### src/rtl/pc_seq_pkg.sv
// Shared definitions for the fetch PC sequencer: data width, instruction lengths, FSM states.
package pc_seq_pkg;

    localparam int unsigned XLEN   = 32;
    localparam int unsigned ILEN16 = 2;
    localparam int unsigned ILEN32 = 4;

    typedef enum logic [1:0] {
        S_BOOT,
        S_RUN,
        S_FLUSH,
        S_TRAP
    } pc_state_e;

endpackage

### src/rtl/pc_next_calc.sv
// Combinational address arithmetic for the sequencer: sequential next PC and redirect target.
module pc_next_calc
    import pc_seq_pkg::*;
(
    input  logic [XLEN-1:0] pc_i,
    input  logic            is_compressed_i,
    input  logic            br_is_jalr_i,
    input  logic [XLEN-1:0] br_target_i,
    output logic [XLEN-1:0] pc_seq_o,
    output logic [XLEN-1:0] target_o,
    output logic            target_misaligned_o
);

    // Wraps modulo 2^XLEN naturally.
    assign pc_seq_o = pc_i + (is_compressed_i ? XLEN'(ILEN16) : XLEN'(ILEN32));

    // JALR clears bit 0 of its target, so it can never be misaligned on a 16-bit boundary.
    assign target_o            = br_is_jalr_i ? {br_target_i[XLEN-1:1], 1'b0} : br_target_i;
    assign target_misaligned_o = ~br_is_jalr_i & br_target_i[0];

endmodule

### src/rtl/pc_sequencer.sv
// Fetch PC owner: sequential advance, taken-branch redirect with fetch flush, misaligned-target trap.
module pc_sequencer
    import pc_seq_pkg::*;
#(
    parameter logic [31:0] RESET_PC     = 32'h0000_0000,
    parameter int unsigned FLUSH_CYCLES = 2
) (
    input  logic        clk,
    input  logic        rst,
    input  logic        stall_i,
    input  logic        instr_valid_i,
    input  logic        is_compressed_i,
    input  logic        br_valid_i,
    input  logic        br_taken_i,
    input  logic        br_is_jalr_i,
    input  logic [31:0] br_target_i,
    output logic [31:0] pc_o,
    output logic [31:0] pc_plus_o,
    output logic        fetch_req_o,
    output logic        flush_o,
    output logic        misalign_o,
    output logic [31:0] misalign_addr_o
);

    localparam int unsigned CNT_W = $clog2(FLUSH_CYCLES + 1);

    // Bit 0 forced low so pc_o stays halfword aligned even with an odd RESET_PC.
    localparam logic [XLEN-1:0] RESET_PC_ALIGNED = {RESET_PC[XLEN-1:1], 1'b0};

    pc_state_e        state_q, state_d;
    logic [XLEN-1:0]  pc_q, pc_d;
    logic             fetch_req_q, fetch_req_d;
    logic             flush_q, flush_d;
    logic             misalign_q, misalign_d;
    logic [XLEN-1:0]  misalign_addr_q, misalign_addr_d;
    logic [CNT_W-1:0] flush_cnt_q, flush_cnt_d;

    logic [XLEN-1:0]  pc_seq;
    logic [XLEN-1:0]  eff_target;
    logic             target_misaligned;
    logic             redirect;

    pc_next_calc u_next_calc (
        .pc_i                (pc_q),
        .is_compressed_i     (is_compressed_i),
        .br_is_jalr_i        (br_is_jalr_i),
        .br_target_i         (br_target_i),
        .pc_seq_o            (pc_seq),
        .target_o            (eff_target),
        .target_misaligned_o (target_misaligned)
    );

    assign redirect = br_valid_i & br_taken_i;

    // Next-state and next-output selection; redirect outranks stall and instr_valid in S_RUN.
    always_comb begin
        state_d         = state_q;
        pc_d            = pc_q;
        fetch_req_d     = fetch_req_q;
        flush_d         = 1'b0;
        misalign_d      = misalign_q;
        misalign_addr_d = misalign_addr_q;
        flush_cnt_d     = flush_cnt_q;

        case (state_q)
            S_BOOT: begin
                state_d     = S_RUN;
                fetch_req_d = 1'b1;
            end
            S_RUN: begin
                if (redirect) begin
                    fetch_req_d = 1'b0;
                    if (target_misaligned) begin
                        state_d         = S_TRAP;
                        misalign_d      = 1'b1;
                        misalign_addr_d = br_target_i;
                    end else begin
                        state_d     = S_FLUSH;
                        pc_d        = eff_target;
                        flush_d     = 1'b1;
                        flush_cnt_d = CNT_W'(FLUSH_CYCLES);
                    end
                end else if (stall_i) begin
                    pc_d = pc_q;
                end else if (instr_valid_i) begin
                    pc_d = pc_seq;
                end
            end
            S_FLUSH: begin
                // Wrong-path returns and branches are dropped until the counter runs out.
                if (flush_cnt_q <= CNT_W'(1)) begin
                    flush_cnt_d = '0;
                    fetch_req_d = 1'b1;
                    state_d     = S_RUN;
                end else begin
                    flush_cnt_d = flush_cnt_q - CNT_W'(1);
                end
            end
            S_TRAP: begin
                fetch_req_d = 1'b0;
            end
            default: begin
                state_d = S_BOOT;
            end
        endcase
    end

    // State and output registers with synchronous reset.
    always_ff @(posedge clk) begin
        if (rst) begin
            state_q         <= S_BOOT;
            pc_q            <= RESET_PC_ALIGNED;
            fetch_req_q     <= 1'b0;
            flush_q         <= 1'b0;
            misalign_q      <= 1'b0;
            misalign_addr_q <= '0;
            flush_cnt_q     <= '0;
        end else begin
            state_q         <= state_d;
            pc_q            <= pc_d;
            fetch_req_q     <= fetch_req_d;
            flush_q         <= flush_d;
            misalign_q      <= misalign_d;
            misalign_addr_q <= misalign_addr_d;
            flush_cnt_q     <= flush_cnt_d;
        end
    end

    assign pc_o            = pc_q;
    assign pc_plus_o       = pc_seq;
    assign fetch_req_o     = fetch_req_q;
    assign flush_o         = flush_q;
    assign misalign_o      = misalign_q;
    assign misalign_addr_o = misalign_addr_q;

endmodule

### config.mk
export PLATFORM = sky130hd
export DESIGN_NAME = pc_sequencer
export DESIGN_NICKNAME = d
export VERILOG_FILES = /design/src/rtl/pc_seq_pkg.sv /design/src/rtl/pc_next_calc.sv /design/src/rtl/pc_sequencer.sv
export SDC_FILE = /design/constraint.sdc
export NUM_CORES = 1
export LEC_CHECK = 0
export CAP_MARGIN = 0
export CORE_ASPECT_RATIO = 1.1
export CORE_MARGIN = 5
export CORE_UTILIZATION = 50
export DETAILED_ROUTE_END_ITERATION = 16
export HOLD_SLACK_MARGIN = 0.03
export PLACE_DENSITY = 0.92
export SYNTH_ARGS = -nofsm -noshare
export SYNTH_HDL_FRONTEND = slang
export SYNTH_SLANG_ARGS = --single-unit
### constraint.sdc
create_clock -name clk -period 3.9 [get_ports clk]
set_input_delay 0.39 -clock clk [delete_from_list [all_inputs] [get_ports clk]]
set_output_delay 0.39 -clock clk [all_outputs]
set_load 0.03 [all_outputs]
==> results of run 1 <==
-- final cells by class --
type                       instances  area [um2]
clock buffer                       9         124
clock inverter                     7         103
fill                             634        2250
inverter                           9        33.8
multi-input combinational        414        2430
sequential                        71        1420
tap                              108         135
timing repair buffer             152        1460
-- critical path, cell delays in order --
cell             delay (ns)
clkdlybuf4s50_1        0.49
inv_1                  0.08
ha_1                   0.30
a21oi_1                0.09
or4_1                  0.66
nor4_1                 0.37
xnor2_1                0.17
clkdlybuf4s50_1        0.69
-- worst max-delay path by stage --
| stage | start | endpoint | slack (ns) | cells past startpoint |
|---|---|---|---|---|
| after detailed placement | is_compressed_i | pc_plus_o[28] | 0.30 | 8 |
| after global routing | is_compressed_i | pc_plus_o[24] | 0.20 | 8 |
| after CTS | is_compressed_i | pc_plus_o[28] | 0.30 | 8 |
| after global placement | is_compressed_i | pc_plus_o[28] | 0.33 | 8 |
| after floorplan | pc_o[1] | pc_plus_o[25] | 0.83 | 7 |
| final | is_compressed_i | pc_plus_o[28] | 0.28 | 8 |
-- cells in the mapped netlist (3+ instances only) --
master / number / area [um2]
nand2_1: 105 / 394
dfxtp_1: 71 / 1420
o32ai_1: 3 / 26.3
nor2_1: 37 / 139
nand4_1: 23 / 144
a31oi_1: 7 / 43.8
xnor2_1: 19 / 166
and3_1: 9 / 56.3
inv_1: 9 / 33.8
nor3_1: 13 / 65.1
a21o_1: 5 / 37.5
or4_1: 4 / 30.0
o21ai_0: 13 / 65.1
a32oi_1: 4 / 35.0
a21oi_1: 44 / 220
nand2b_1: 3 / 18.8
xor2_1: 10 / 87.6
o21a_1: 3 / 22.5
nor4b_1: 3 / 26.3
a21boi_0: 6 / 45.0
buf_2: 8 / 40.0
nor4_1: 7 / 43.8
nand3_1: 20 / 100
clkbuf_1: 41 / 154
a311oi_1: 3 / 26.3
o211ai_1: 7 / 52.6
and4_1: 5 / 43.8
o221ai_1: 10 / 87.6
a31o_2: 5 / 43.8
a22oi_1: 6 / 45.0
nor2b_1: 4 / 25.0
-- per-stage QoR --
stage / std cells / hold slack, ns
floorplan: 545 / 0.481
global placement: 754 / 0.444
detailed placement: 754 / 0.446
CTS: 770 / 0.458
global route: 770 / 0.483
finish: 770 / 0.457
-- kinds of logic after synthesis --
family,after synthesis,share of synthesized area
AOI/OAI and AO/OA,134,0.222
buffers and inverters,60,0.0585
adders and majority gates,3,0.0110
and+or+nand+nor,248,0.298
xor gates and xnor gates,29,0.0622
DFF,71,0.348
-- layout by cell type (no fill, tap or decap), types with 4 or more instances in the layout --
cell type,count
a21o_1,5
nand2_1,105
o221ai_1,10
nor2_1,36
nor3_1,13
o211ai_1,7
and4_1,5
a31o_2,5
a21boi_0,6
o21ai_0,13
a31oi_1,7
buf_4,24
nand4_1,23
clkdlybuf4s50_1,127
and3_1,9
nand3_1,20
dfxtp_1,71
a21oi_1,44
a22oi_1,6
xnor2_1,19
nor2b_1,4
clkbuf_8,9
or4_1,4
a32oi_1,4
xor2_1,10
nor4_1,7
inv_1,9
-- metal layers --
layer  vias up  routed length, um  global-route usage
met5         -                  0                   0
met4         0                583               0.152
met3        42               1320              0.0417
met2       312               6910               0.457
li1       2195                  -                   -
met1      2233               5900               0.387
-- sequential cells by signal (all words and copies together), names as in the netlist --
name             cells
fetch_req_o          1
pc_o                32
flush_cnt_q          2
misalign_o           1
state_q              2
flush_o              1
misalign_addr_o     32
-- power groups by stage --
stage / clock, W / sequential [W] / combinational (W)
after floorplan: 0 / 0.000851 / 0.000201
after global placement: 0 / 0.000819 / 0.000412
after detailed placement: 0 / 0.000820 / 0.000417
after CTS: 0.000691 / 0.000804 / 0.000419
after global routing: 0.000732 / 0.000811 / 0.000445
final: 0.000691 / 0.000807 / 0.000420
==> results.sh, run 1 <==
export IMPL_status="finished clean"
export IMPL_wirelength_um=14700
export IMPL_synth_edf_count=0
export IMPL_grt_pass1_wl_um=23400
export IMPL_worstRegToRegCells=5
export IMPL_crit_type="input port to output pin"
export IMPL_clockRootBuffer="clkbuf_8"
export IMPL_rsz0062_at_grt="no"
export IMPL_reg2reg_to="pc_o[28]"
export IMPL_syn_avg_cell_area_um2=7.50
export IMPL_routedWlPerCell_um=19.1
export IMPL_grt_pass1_vias=4484
export IMPL_drtIter0Drc=371
export IMPL_seq_area_frac_synth=0.348
export IMPL_grt_use_total=0.293
export IMPL_synth_ff_type="dfxtp_1"
export IMPL_synthDistinctLibCells=60
export IMPL_drtAntennaViolNets=0
export IMPL_finalWorstSetupSlack_ns=0.278
export IMPL_cp_end_kind="output pin"
export IMPL_cts_buffers_inserted=9
export IMPL_placed_cell_area_um2=5480
export IMPL_p_leak_nw=1.91
export IMPL_antenna_found_initial=0
export IMPL_clk_pin_slew_ns=0.08
export IMPL_drv_cap=0
export IMPL_clk_latency_ns=0.35
export IMPL_hold_end="misalign_addr_o[8]"
export IMPL_critPathRequiredTime_ns=3.51
export IMPL_htreeDepth=3
export IMPL_layout_nets=700
export IMPL_cts_setup_buffers=0
export IMPL_drt_pass1_iterations=6
export IMPL_synth_nets=588
export IMPL_clockBufferDepth=2
export IMPL_fp_dieH_um=105
export IMPL_tns_ns=0
export IMPL_num_rows=34
export IMPL_switching_share=0.323
export IMPL_yosysWarnings=0
export IMPL_io_pins=139
export IMPL_antenna_cells=0
export IMPL_min_period_ns=3.62
export IMPL_timing_rr_start="pc_o[13]"
export IMPL_worstPathArrival_ns=3.23
export IMPL_drive_above_1_share=0.0785
export IMPL_die_area_um2=10100
export IMPL_ys_ff_latch=71
export IMPL_crit_fanout=5
export IMPL_finalPower_w=0.00192
export IMPL_gp_congestion=0.879
export IMPL_async_flop_share=0
export IMPL_postCtsHoldBufs=0
export IMPL_dp_worst_setup_slack_ns=0.296
export IMPL_synth_cells=545
export IMPL_drc=0
export IMPL_timing_hold_violations_final=0
export IMPL_setup_viol_count_final=0
export IMPL_power_per_cell_area_nw_per_um2=336
export IMPL_relSlewSlack=0.218
export IMPL_clock_power_share=0.360
export IMPL_p_sw_w=0.000619
export IMPL_skew_ns=0.0114
export IMPL_worst_slew_pin_transition_ns=1.17
export IMPL_initial_core_util=0.514
export IMPL_grt_max_degree=68
export IMPL_min_from="misalign_addr_o[8]"
export IMPL_pwr_share_seq=0.420
export IMPL_ctsResizeCount=0
export IMPL_die_w_um=96.2
export IMPL_portBuffers=138
export IMPL_syn2layout_area_growth_pct=39.6
export IMPL_max_freq_ghz=0.276
export IMPL_maxSlewViolCount=0
export IMPL_postLayoutCoreUtil=0.717
export IMPL_final_period_utilization=0.929
export IMPL_p_int_w=0.00130
export IMPL_place_detailed_hpwl_um=10400
export IMPL_reg2reg_setup_slack_ns=1.48
export IMPL_combPwrFrac=0.219
export IMPL_core_area_um2=7960
export IMPL_worstSetupStartpointType="input port"
export IMPL_ir_worst_vdd_mv=0.189
export IMPL_viasPerCell=6.21
export IMPL_tritoncts="yes"
export IMPL_via_count=4782
export IMPL_fin_area_um2=5700
export IMPL_numClockSinks=71
export IMPL_hold_depth=2
export IMPL_hold_class="flip-flop to flip-flop"
export IMPL_grt_ovfl_total=0
export IMPL_syn_cell_area_um2=4090
Power figures use the tool's default switching activity.
==> inputs of run 2 (changes only) <==
Settings changed: CAP_MARGIN 0 to default.
==> results of run 2 <==
No change in the layout: final DEF, timing and power equal those of run 1.
==> inputs of run 3 (changes only) <==
Settings changed: CORE_MARGIN 5 to default, CORE_UTILIZATION 50 to 45, GPL_ROUTABILITY_DRIVEN from default to 0, PLACE_DENSITY 0.92 to 0.84.
==> results.sh, run 3 (synthesized netlist as in run 1, its figures left out) <==
export IMPL_status="finished clean"
export IMPL_numClockSinks=71
export IMPL_ir_worst_vdd_mv=0.199
export IMPL_antenna_found_initial=0
export IMPL_worstRegToRegCells=8
export IMPL_grt_pass1_vias=4160
export IMPL_via_count=4692
export IMPL_timing_hold_violations_final=0
export IMPL_clockBufferDepth=2
export IMPL_grt_use_total=0.283
export IMPL_hold_class="flip-flop to flip-flop"
export IMPL_timing_rr_start="pc_o[1]"
export IMPL_worst_slew_pin_transition_ns=1.09
export IMPL_htreeDepth=3
export IMPL_maxSlewViolCount=0
export IMPL_max_freq_ghz=0.275
export IMPL_clk_pin_slew_ns=0.08
export IMPL_drive_above_1_share=0.0773
export IMPL_reg2reg_to="pc_o[29]"
export IMPL_drv_cap=0
export IMPL_skew_ns=0.00840
export IMPL_core_area_um2=8830
export IMPL_layout_nets=698
export IMPL_min_from="misalign_addr_o[19]"
export IMPL_clk_latency_ns=0.35
export IMPL_postLayoutCoreUtil=0.645
export IMPL_tritoncts="yes"
export IMPL_setup_viol_count_final=0
export IMPL_final_cell_mix="clkdlybuf4s50_1 (126), nand2_1 (105), dfxtp_1 (71)"
export IMPL_grt_ovfl_total=0
export IMPL_worstSetupStartpointType="input port"
export IMPL_relSlewSlack=0.271
export IMPL_syn2layout_area_growth_pct=39.4
export IMPL_fp_dieH_um=102
export IMPL_rsz0062_at_grt="no"
export IMPL_final_period_utilization=0.934
export IMPL_place_detailed_hpwl_um=9730
export IMPL_worstPathArrival_ns=3.25
export IMPL_wirelength_um=13700
export IMPL_grt_max_degree=49
export IMPL_routedWlPerCell_um=17.7
export IMPL_critPathRequiredTime_ns=3.51
export IMPL_reg2reg_setup_slack_ns=1.50
export IMPL_hold_end="misalign_addr_o[19]"
export IMPL_crit_fanout=9
export IMPL_grt_pass1_wl_um=21100
export IMPL_viasPerCell=6.06
export IMPL_ctsResizeCount=0
export IMPL_cp_end_kind="output pin"
export IMPL_cts_buffers_inserted=9
export IMPL_drc=0
export IMPL_drt_pass1_iterations=5
export IMPL_num_rows=36
export IMPL_stdcell_count=774
export IMPL_final_common_cell="clkdlybuf4s50_1"
export IMPL_die_w_um=92.9
export IMPL_cts_setup_buffers=0
export IMPL_min_period_ns=3.64
export IMPL_initial_core_util=0.463
export IMPL_nFillCells=766
export IMPL_antenna_cells=0
export IMPL_postCtsHoldBufs=0
export IMPL_clockRootBuffer="clkbuf_8"
export IMPL_dp_cells=758
export IMPL_io_pins=139
export IMPL_p_leak_nw=1.90
export IMPL_tns_ns=0
export IMPL_die_area_um2=9470
export IMPL_power_per_cell_area_nw_per_um2=335
export IMPL_drtAntennaViolNets=0
export IMPL_crit_type="input port to output pin"
export IMPL_hold_depth=2
export IMPL_drtIter0Drc=385
export IMPL_portBuffers=138
## run 3: worst max path at each step
stage,start,to,slack [ns],cells past startpoint
floorplan,pc_o[1],pc_plus_o[25],0.83,7
finish,is_compressed_i,pc_plus_o[28],0.26,8
detailed placement,is_compressed_i,pc_plus_o[28],0.28,8
global route,is_compressed_i,pc_plus_o[28],0.14,8
CTS,is_compressed_i,pc_plus_o[28],0.27,8
global placement,is_compressed_i,pc_plus_o[28],0.28,8
## run 3: cell type report
cell class	count	area, um2	share of cell area
flip-flops and latches	71	1420	0.249
repair buffers	150	1440	0.253
clock buffers	10	138	0.0242
well taps	114	143	0.0250
multi-input cells	414	2430	0.426
inverters	9	33.8	0.00593
clock inverters	6	93.8	0.0165
## run 3: critical path: stages
cell,delay (ns)
clkdlybuf4s50_1,0.48
inv_1,0.08
ha_1,0.30
a21oi_1,0.10
or4_1,0.70
nor4_1,0.36
xnor2_1,0.16
clkdlybuf4s50_1,0.68
## run 3: per-stage QoR
step	cell area, um2	total power [W]	hold slack (ns)	setup slack, ns
2_1_floorplan	4090	0.00105	0.481	0.834
3_3_place_gp	5470	0.00123	0.442	0.279
3_5_place_dp	5470	0.00124	0.446	0.284
4_1_cts	5700	0.00191	0.458	0.271
5_1_grt	5700	0.00198	0.472	0.135
6_report	5700	0.00191	0.457	0.258
## run 3: layer usage
layer | GRT usage | part of all wire | wire, um | up-vias
met2 | 0.464 | 0.48 | 6540 | 273
met1 | 0.359 | 0.40 | 5530 | 2191
met3 | 0.0506 | 0.084 | 1150 | 31
met5 | 0 | 0 | 0 | -
met4 | 0.142 | 0.036 | 497 | 0
li1 | - | - | - | 2197
## run 3: report_power, final
part           total, W  internal [W]  switching, W
clock network  0.000684      0.000381      0.000303
registers      0.000803      0.000754     0.0000494
logic          0.000424      0.000178      0.000246
total           0.00191       0.00131      0.000598
